--- src/rtl/hilo_muldiv_ctrl.sv ---
// HI/LO sequencer for the shared iterative multiplier/divider: MULT, DIV and DIVM (operands fetched from memory).
// Optional WAIT-state abort is enabled by defining MULDIV_TIMEOUT_EN.
module hilo_muldiv_ctrl #(
   parameter int MEM_LAT = 3,
   parameter int TIMEOUT = 40
) (
   input  logic        clk,
   input  logic        reset,
   input  logic        op_valid,
   input  logic [1:0]  op_sel,
   input  logic [31:0] op_a,
   input  logic [31:0] op_b,
   output logic        busy,
   output logic        op_done,
   output logic        div_zero,
   output logic        timeout,
   output logic        mem_rd,
   output logic [31:0] mem_addr,
   input  logic [31:0] mem_rdata,
   output logic        mul_start,
   output logic        div_start,
   output logic [31:0] opnd_a,
   output logic [31:0] opnd_b,
   input  logic        mul_done,
   input  logic [31:0] mul_hi,
   input  logic [31:0] mul_lo,
   input  logic        div_done,
   input  logic [31:0] div_q,
   input  logic [31:0] div_r,
   output logic [31:0] hi,
   output logic [31:0] lo
);

   typedef enum logic [2:0] {S_IDLE, S_MEM_A, S_MEM_B, S_CHECK, S_LAUNCH, S_WAIT} state_t;
   typedef enum logic [1:0] {K_MULT, K_DIV, K_DIVM} kind_t;

   // One counter serves both the memory-read hold and the WAIT watchdog, so it is sized for the larger.
   localparam int CNT_MAX = (MEM_LAT > TIMEOUT) ? MEM_LAT : TIMEOUT;
   localparam int CW      = $clog2(CNT_MAX + 1);
   localparam logic [CW-1:0] MEM_LAST = CW'(MEM_LAT - 1);
`ifdef MULDIV_TIMEOUT_EN
   localparam logic [CW-1:0] WAIT_LAST = CW'(TIMEOUT - 1);
`endif

   state_t        r_state;
   state_t        w_state_nxt;
   kind_t         r_kind;
   logic [CW-1:0] r_cnt;
   logic [31:0]   r_opnd_a;
   logic [31:0]   r_opnd_b;
   logic [31:0]   r_mem_addr;
   logic [31:0]   r_hi;
   logic [31:0]   r_lo;
   logic          r_op_done;
   logic          r_div_zero;
   logic          r_timeout;

   logic          w_accept;
   logic          w_mem_last;
   logic          w_core_done;
   logic          w_expired;

   assign w_accept    = op_valid && (op_sel != 2'b11);
   assign w_mem_last  = (r_cnt == MEM_LAST);
   assign w_core_done = (r_kind == K_MULT) ? mul_done : div_done;
`ifdef MULDIV_TIMEOUT_EN
   assign w_expired   = (r_cnt == WAIT_LAST);
`else
   assign w_expired   = 1'b0;
`endif

   // NOTE: next-state is assigned a default before the case so no path leaves it unassigned (no latch).
   always_comb begin
      w_state_nxt = r_state;
      unique case (r_state)
         S_IDLE: begin
            if (w_accept) begin
               unique case (op_sel)
                  2'b00:   w_state_nxt = S_LAUNCH;
                  2'b01:   w_state_nxt = S_CHECK;
                  default: w_state_nxt = S_MEM_A;
               endcase
            end
         end
         S_MEM_A:  if (w_mem_last) w_state_nxt = S_MEM_B;
         S_MEM_B:  if (w_mem_last) w_state_nxt = S_CHECK;
         S_CHECK:  w_state_nxt = (r_opnd_b == 32'd0) ? S_IDLE : S_LAUNCH;
         S_LAUNCH: w_state_nxt = S_WAIT;
         S_WAIT:   if (w_core_done || w_expired) w_state_nxt = S_IDLE;
         default:  w_state_nxt = S_IDLE;
      endcase
   end

   // NOTE: all sequential state uses non-blocking assignments so every register sees pre-edge values.
   always_ff @(posedge clk) begin
      if (reset) r_state <= S_IDLE;
      else       r_state <= w_state_nxt;
   end

   always_ff @(posedge clk) begin
      if (reset) begin
         r_kind     <= K_MULT;
         r_cnt      <= '0;
         r_opnd_a   <= '0;
         r_opnd_b   <= '0;
         r_mem_addr <= '0;
         r_hi       <= '0;
         r_lo       <= '0;
         r_op_done  <= 1'b0;
         r_div_zero <= 1'b0;
         r_timeout  <= 1'b0;
      end else begin
         r_op_done  <= 1'b0;
         r_div_zero <= 1'b0;
         r_timeout  <= 1'b0;
         unique case (r_state)
            S_IDLE: begin
               if (w_accept) begin
                  r_opnd_a <= op_a;
                  r_opnd_b <= op_b;
                  r_cnt    <= '0;
                  unique case (op_sel)
                     2'b00:   r_kind <= K_MULT;
                     2'b01:   r_kind <= K_DIV;
                     default: begin
                        r_kind     <= K_DIVM;
                        r_mem_addr <= op_a;
                     end
                  endcase
               end
            end
            S_MEM_A: begin
               if (w_mem_last) begin
                  r_opnd_a   <= mem_rdata;
                  r_mem_addr <= r_opnd_b;
                  r_cnt      <= '0;
               end else begin
                  r_cnt <= r_cnt + CW'(1);
               end
            end
            S_MEM_B: begin
               if (w_mem_last) begin
                  r_opnd_b <= mem_rdata;
                  r_cnt    <= '0;
               end else begin
                  r_cnt <= r_cnt + CW'(1);
               end
            end
            S_CHECK:  if (r_opnd_b == 32'd0) r_div_zero <= 1'b1;
            S_LAUNCH: r_cnt <= '0;
            S_WAIT: begin
               // A done coinciding with watchdog expiry still commits the result.
               if (w_core_done) begin
                  if (r_kind == K_MULT) begin
                     r_hi <= mul_hi;
                     r_lo <= mul_lo;
                  end else begin
                     r_hi <= div_r;
                     r_lo <= div_q;
                  end
                  r_op_done <= 1'b1;
               end else if (w_expired) begin
                  r_timeout <= 1'b1;
               end else begin
                  r_cnt <= r_cnt + CW'(1);
               end
            end
            default: ;
         endcase
      end
   end

   assign busy      = (r_state != S_IDLE);
   assign mem_rd    = (r_state == S_MEM_A) || (r_state == S_MEM_B);
   assign mul_start = (r_state == S_LAUNCH) && (r_kind == K_MULT);
   assign div_start = (r_state == S_LAUNCH) && (r_kind != K_MULT);
   assign op_done   = r_op_done;
   assign div_zero  = r_div_zero;
   assign timeout   = r_timeout;
   assign mem_addr  = r_mem_addr;
   assign opnd_a    = r_opnd_a;
   assign opnd_b    = r_opnd_b;
   assign hi        = r_hi;
   assign lo        = r_lo;

endmodule

--- config.mk ---
export PLATFORM = sky130hd
export DESIGN_NAME = hilo_muldiv_ctrl
export DESIGN_NICKNAME = d
export VERILOG_FILES = /design/src/rtl/hilo_muldiv_ctrl.sv
export SDC_FILE = /design/constraint.sdc
export NUM_CORES = 1
export LEC_CHECK = 0
export ABC_AREA = 1
export ABC_CLOCK_PERIOD_IN_PS = 1750
export CORE_ASPECT_RATIO = 0.5
export CORE_MARGIN = 8
export CORE_UTILIZATION = 40
export DETAILED_ROUTE_END_ITERATION = 12
export GPL_TIMING_DRIVEN = 0
export MAX_ROUTING_LAYER = met4
export PLACE_DENSITY_LB_ADDON = 0.05
export REMOVE_ABC_BUFFERS = 1
export SETUP_SLACK_MARGIN = 0.05
export SLEW_MARGIN = 15
export SYNTH_ARGS = -nofsm -noshare
export SYNTH_HDL_FRONTEND = slang
export SYNTH_SLANG_ARGS = --single-unit
--- constraint.sdc ---
create_clock -name clk -period 1.75 [get_ports clk]
set_input_delay 0.525 -clock clk [delete_from_list [all_inputs] [get_ports clk]]
set_output_delay 0.525 -clock clk [all_outputs]
set_load 0.005 [all_outputs]
# Yosys cells after proc, flatten, opt, wreduce, memory -nomap -nowiden
# Cells that the tools add are included.
[totals]
ff_bits = 173
input_bits = 231
output_inout_bits = 167
wordCells = 77
[op_classes]
addsub = 1
n_eq_ne = 14
muxes = 26
bitwise_logic = 2
n_reduce_logical = 24
[op_table]
columns = ["cell", "count"]
rows = [
  ["32-bit two-way mux", 8],
  ["32-bit one-hot mux with 2 select lines", 3],
  ["32-bit logical NOT", 1],
  ["6-bit one-hot mux with 4 select lines", 1],
  ["6-bit two-way mux", 3],
  ["3-bit one-hot mux with 6 select lines", 1],
  ["3-bit two-way mux", 5],
  ["2-bit != test, second input constant", 7],
  ["3-bit AND reduction", 3],
  ["4-bit AND reduction", 2],
  ["2-bit OR reduction", 4],
  ["6-bit by 1-bit adder with 6-bit output, second input constant", 1],
  ["3-bit by 2-bit equality test with 1-bit output, second input constant", 2],
  ["3-bit equality test, second input constant", 2],
  ["6-bit by 2-bit equality test with 1-bit output, second input constant", 1],
  ["3-bit one-hot mux with 2 select lines", 1],
  ["2-bit nonzero test", 3],
  ["2-bit logical NOT", 2],
  ["2-bit one-hot mux with 2 select lines", 1],
  ["2-bit AND reduction", 2],
  ["4-bit nonzero test", 1],
  ["3-bit by 1-bit equality test with 1-bit output, second input constant", 1],
  ["1-bit logical AND", 3],
  ["3-bit logical NOT", 1],
  ["other kinds (5)", 8],
]

# Logic depth before layout (Yosys ltp)
[depth]
depth_word = 5
depth_mapped = 10
ltp_nobuf = 10

# Worst setup path after synthesis
# No wires, ideal clock.
[synth_timing]
path_type = "input to register"
from = "input reset"
to = "register r_mem_addr[10] (netlist: mem_addr[10])"
setup_time_ns = 0.059
arrival_time_ns = 1.466
required_ns = 1.691
path_slack_ns = 0.225
stages = 5
n_path_buf = 3
cell_sequence = "clkbuf_1 > inv_1 > clkbuf_1 > clkbuf_1 > o211a_1"
[synth_rtl]
columns = ["item", "line", "rtl"]
rows = [
  ["from (decl)", "8", "input logic reset,"],
  ["to (signal assigned)", "127", "r_mem_addr <= op_a;"],
  ["to (signal assigned)", "135", "r_mem_addr <= r_opnd_b;"],
  ["to (decl)", "51", "logic [31:0] r_mem_addr;"],
]
# No word-level cell between the ends.

# Worst setup path in the final report
[layout_timing]
from = "register r_cnt[2]"
to = "register r_mem_addr[5] (netlist: mem_addr[5])"
[layout_between]
elab_chain_len = 3
[layout_rtl]
columns = ["item", "line", "rtl"]
rows = [
  ["from (decl)", "48", "logic [CW-1:0] r_cnt;"],
  ["from (signal assigned)", "138", "r_cnt <= r_cnt + CW'(1);"],
  ["from (signal assigned)", "146", "r_cnt <= r_cnt + CW'(1);"],
  ["from (signal assigned)", "165", "r_cnt <= r_cnt + CW'(1);"],
  ["6-bit by 2-bit equality test with 1-bit output", "64", "assign w_mem_last = (r_cnt == MEM_LAST);"],
  ["2-bit != test (no source line)", "n/a", ""],
  ["4-bit AND reduction (no source line)", "n/a", ""],
]
# No other way between the ends.
# A chain may end at the register's enable or synchronous reset.

==> flow_summary.ini <==
[timing]
fmaxAchievable_mhz = 529
period_share_pct = 108
setup_slack_ps = -140
final.setup.tns_ps = -3580
slew_viol_final = 0
setup_violations = 87
final.setup_skew_ps = 14.4
whs_ps = 464
slew-limit-headroom_pct = 57.3
tightest_slew_ps = 641
finalCriticalPeriod_ps = 1890
hold_viol = 0
rsz0062_at_grt = yes

[final_layout]
drive_above_1_share_pct = 19.4
area_growth_pct = 84.9
final_core_util_pct = 75.0
final.fill_count = 1463
final_nets = 1763
layout_commonest_cell = clkdlybuf4s50_1
final_cell_mix = clkdlybuf4s50_1, dlygate4sd2_1, nand2_1
finish.instance_area_mm2 = 0.0145

[yosys]
ys.flop_type = dfxtp_1
ys_types = 28
synth-seq-cells = 173
syn_area_mm2 = 0.00786
avgSynthCellArea_um2 = 7.19
synth-edff-count = 0
ys_warn_count = 0
yosysSeqAreaShare_pct = 44.1
async_reset_ff_share_pct = 0
syn_inst = 1093

[setup_path]
ff2ff_path_depth = 11
cpMostUsedCell = buf_6
required_ps = 2120
path_class = flip-flop to flip-flop
cpPeakStageDelay_ps = 350
slowest_stage = dfxtp_2
startpoint_type = flip-flop
crit_fanout = 6
arrival_ps = 2260
crit_chain = nor2_1 -> nand4_1 -> buf_6 -> nand2_8 -> nand2_4 -> buf_6 -> buf_6 -> nor2_4 -> buf_12 -> o21ai_1 -> nor2_1
cp-end-kind = flip-flop

[grt]
grt_pass1_wl_um = 57500
antenna_found_initial = 7
grt_max_degree = 100
grt_overflow = 0
grt_pass1_vias = 9521
track_usage_pct = 30.9

[power]
p_int_mw = 12.7
powerDensity_mw_per_mm2 = 1490
power_switching_mw = 8.99
comb_power_share_pct = 55.5
leakagePower_nw = 6.68
pwr-share-clk_pct = 18.6
pwr-share-seq_pct = 25.9
switching_share_pct = 41.4
irDropWorstVdd_uv = 843

[detailed_routing]
via_per_inst = 5.67
first_pass_iters = 7
routed_wl_um = 42900
ant_nets = 0
wl_per_cell_um = 23.6
drt_iter0_drc = 1097
drc = 0
via_count = 10304

[cts]
clkLatencyLatePin_ps = 440
clk_pin_slew_ps = 70
cts_sinks = 173
numCtsBuffers = 17
cts_tree = done
clk_path_buf_depth = 2
holdBufCountCts = 0
h-tree-depth = 4
ctsRootBufferMaster = clkbuf_16

[job]
cap_violations = 0

[die]
die_w_um = 214
initial_core_util_pct = 40.6
core_area_mm2 = 0.0194
num_rows = 36
die_height_um = 115
pin_count = 398
die-area_mm2 = 0.0247

[placement]
portBuffers = 396
placed_area_mm2 = 0.0120
routabilityCongestion = 0.855
hpwl_um = 23500

[min_path]
min_path_type = flip-flop to flip-flop
hold_depth = 2

[run_status]
violations = setup timing
status = complete, but fails checks
==> cell usage after synthesis (3+ instances only) <==
| master | n | area [um^2] |
|---|---|---|
| a211oi_1 | 25 | 188 |
| a21oi_1 | 16 | 80.1 |
| a31oi_1 | 64 | 400 |
| buf_1 | 3 | 11.3 |
| buf_2 | 37 | 185 |
| buf_4 | 3 | 22.5 |
| buf_6 | 4 | 45.0 |
| clkbuf_1 | 43 | 161 |
| dfxtp_1 | 173 | 3460 |
| inv_1 | 52 | 195 |
| inv_2 | 9 | 33.8 |
| nand2_1 | 170 | 638 |
| nand3_1 | 28 | 140 |
| nor2_1 | 163 | 612 |
| nor2_2 | 5 | 31.3 |
| o211a_1 | 24 | 240 |
| o21ai_0 | 166 | 831 |
| o21ai_1 | 95 | 475 |
==> sequential cells by signal, summed over array words and instances, names as in the netlist <==
signal,flops
lo,32
mem_addr,32
r_cnt,6
r_state,3
op_done,1
r_kind,2
hi,32
opnd_b,32
div_zero,1
opnd_a,32
==> worst paths after layout <==
kind	start	endpoint	slack [ps]
setup / recovery	r_cnt[2]$_SDFFE_PP0P_	mem_addr[5]$_SDFFE_PP0P_	-140
hold / removal	opnd_a[23]$_SDFFE_PP0P_	opnd_a[23]$_SDFFE_PP0P_	460
setup reg to reg	r_cnt[2]$_SDFFE_PP0P_	mem_addr[5]$_SDFFE_PP0P_	-140
hold reg to reg	opnd_a[23]$_SDFFE_PP0P_	opnd_a[23]$_SDFFE_PP0P_	460
==> area by class of cell <==
class	count	area, um^2	share of cell area (%)
timing repair buffer	495	5220	35.9
multi-input combinational	774	4410	30.4
sequential	173	3510	24.1
clock buffer	22	464	3.20
inverter	61	339	2.33
tap	266	333	2.29
clock inverter	9	138	0.947
timing repair inverter	8	92.6	0.637
antenna	8	20.0	0.138
==> critical path: cells and delay by family, from the launching register on <==
kind	cells	cell delay, ps
AOI/OAI and AO/OA	1	60
buffers and inverters	4	610
DFF	1	350
and+or+nand+nor	6	800
==> kinds of logic (layout without fill, tap and decap cells) <==
group | after synthesis | after routing | synth area share (%)
AND/OR/NAND/NOR | 372 | 377 | 18.6
XOR/XNOR | 2 | 2 | 0.223
buffers and inverters | 151 | 595 | 8.33
adder cells (fa/ha/maj) | 2 | 2 | 0.318
flip-flops | 173 | 173 | 44.1
AO/OA/AOI/OAI | 392 | 392 | 28.4
other | 1 | 9 | 0.0477
==> repair_timing <==
action                     in CTS  in global routing
setup buffers                  52                 26
cloned                         16                 14
gates resized for setup       264                194
pin swaps                      17                 49
setup endpoints to repair     336                170
==> power by group through the flow <==
stage / Sequential [mW] / Clock (mW) / Combinational, mW
final: 5.62 / 4.03 / 12.1
after global routing: 5.73 / 4.23 / 12.6
after CTS: 5.54 / 4.03 / 9.44
after detailed placement: 5.70 / 0 / 7.73
after global placement: 5.73 / 0 / 6.90
after floorplan: 5.70 / 0 / 3.37
==> through the flow <==
stage	setup WS, ps	power (mW)	cells
2_1_floorplan	-2100	9.07	1003
3_3_place_gp	-4240	12.6	1665
3_5_place_dp	-1370	13.4	1675
4_1_cts	-123	19.0	1773
5_1_grt	-247	22.6	1815
6_report	-140	21.7	1816
==> layer usage <==
layer | track usage [%] | part of all wire [%] | wire (um)
met1 | 36.5 | 39 | 16700
met2 | 50.2 | 47 | 20200
met3 | 8.11 | 9.5 | 4080
met4 | 12.9 | 4.6 | 1980
met5 | - | 0 | 0
(Power assumes the default switching activity.)
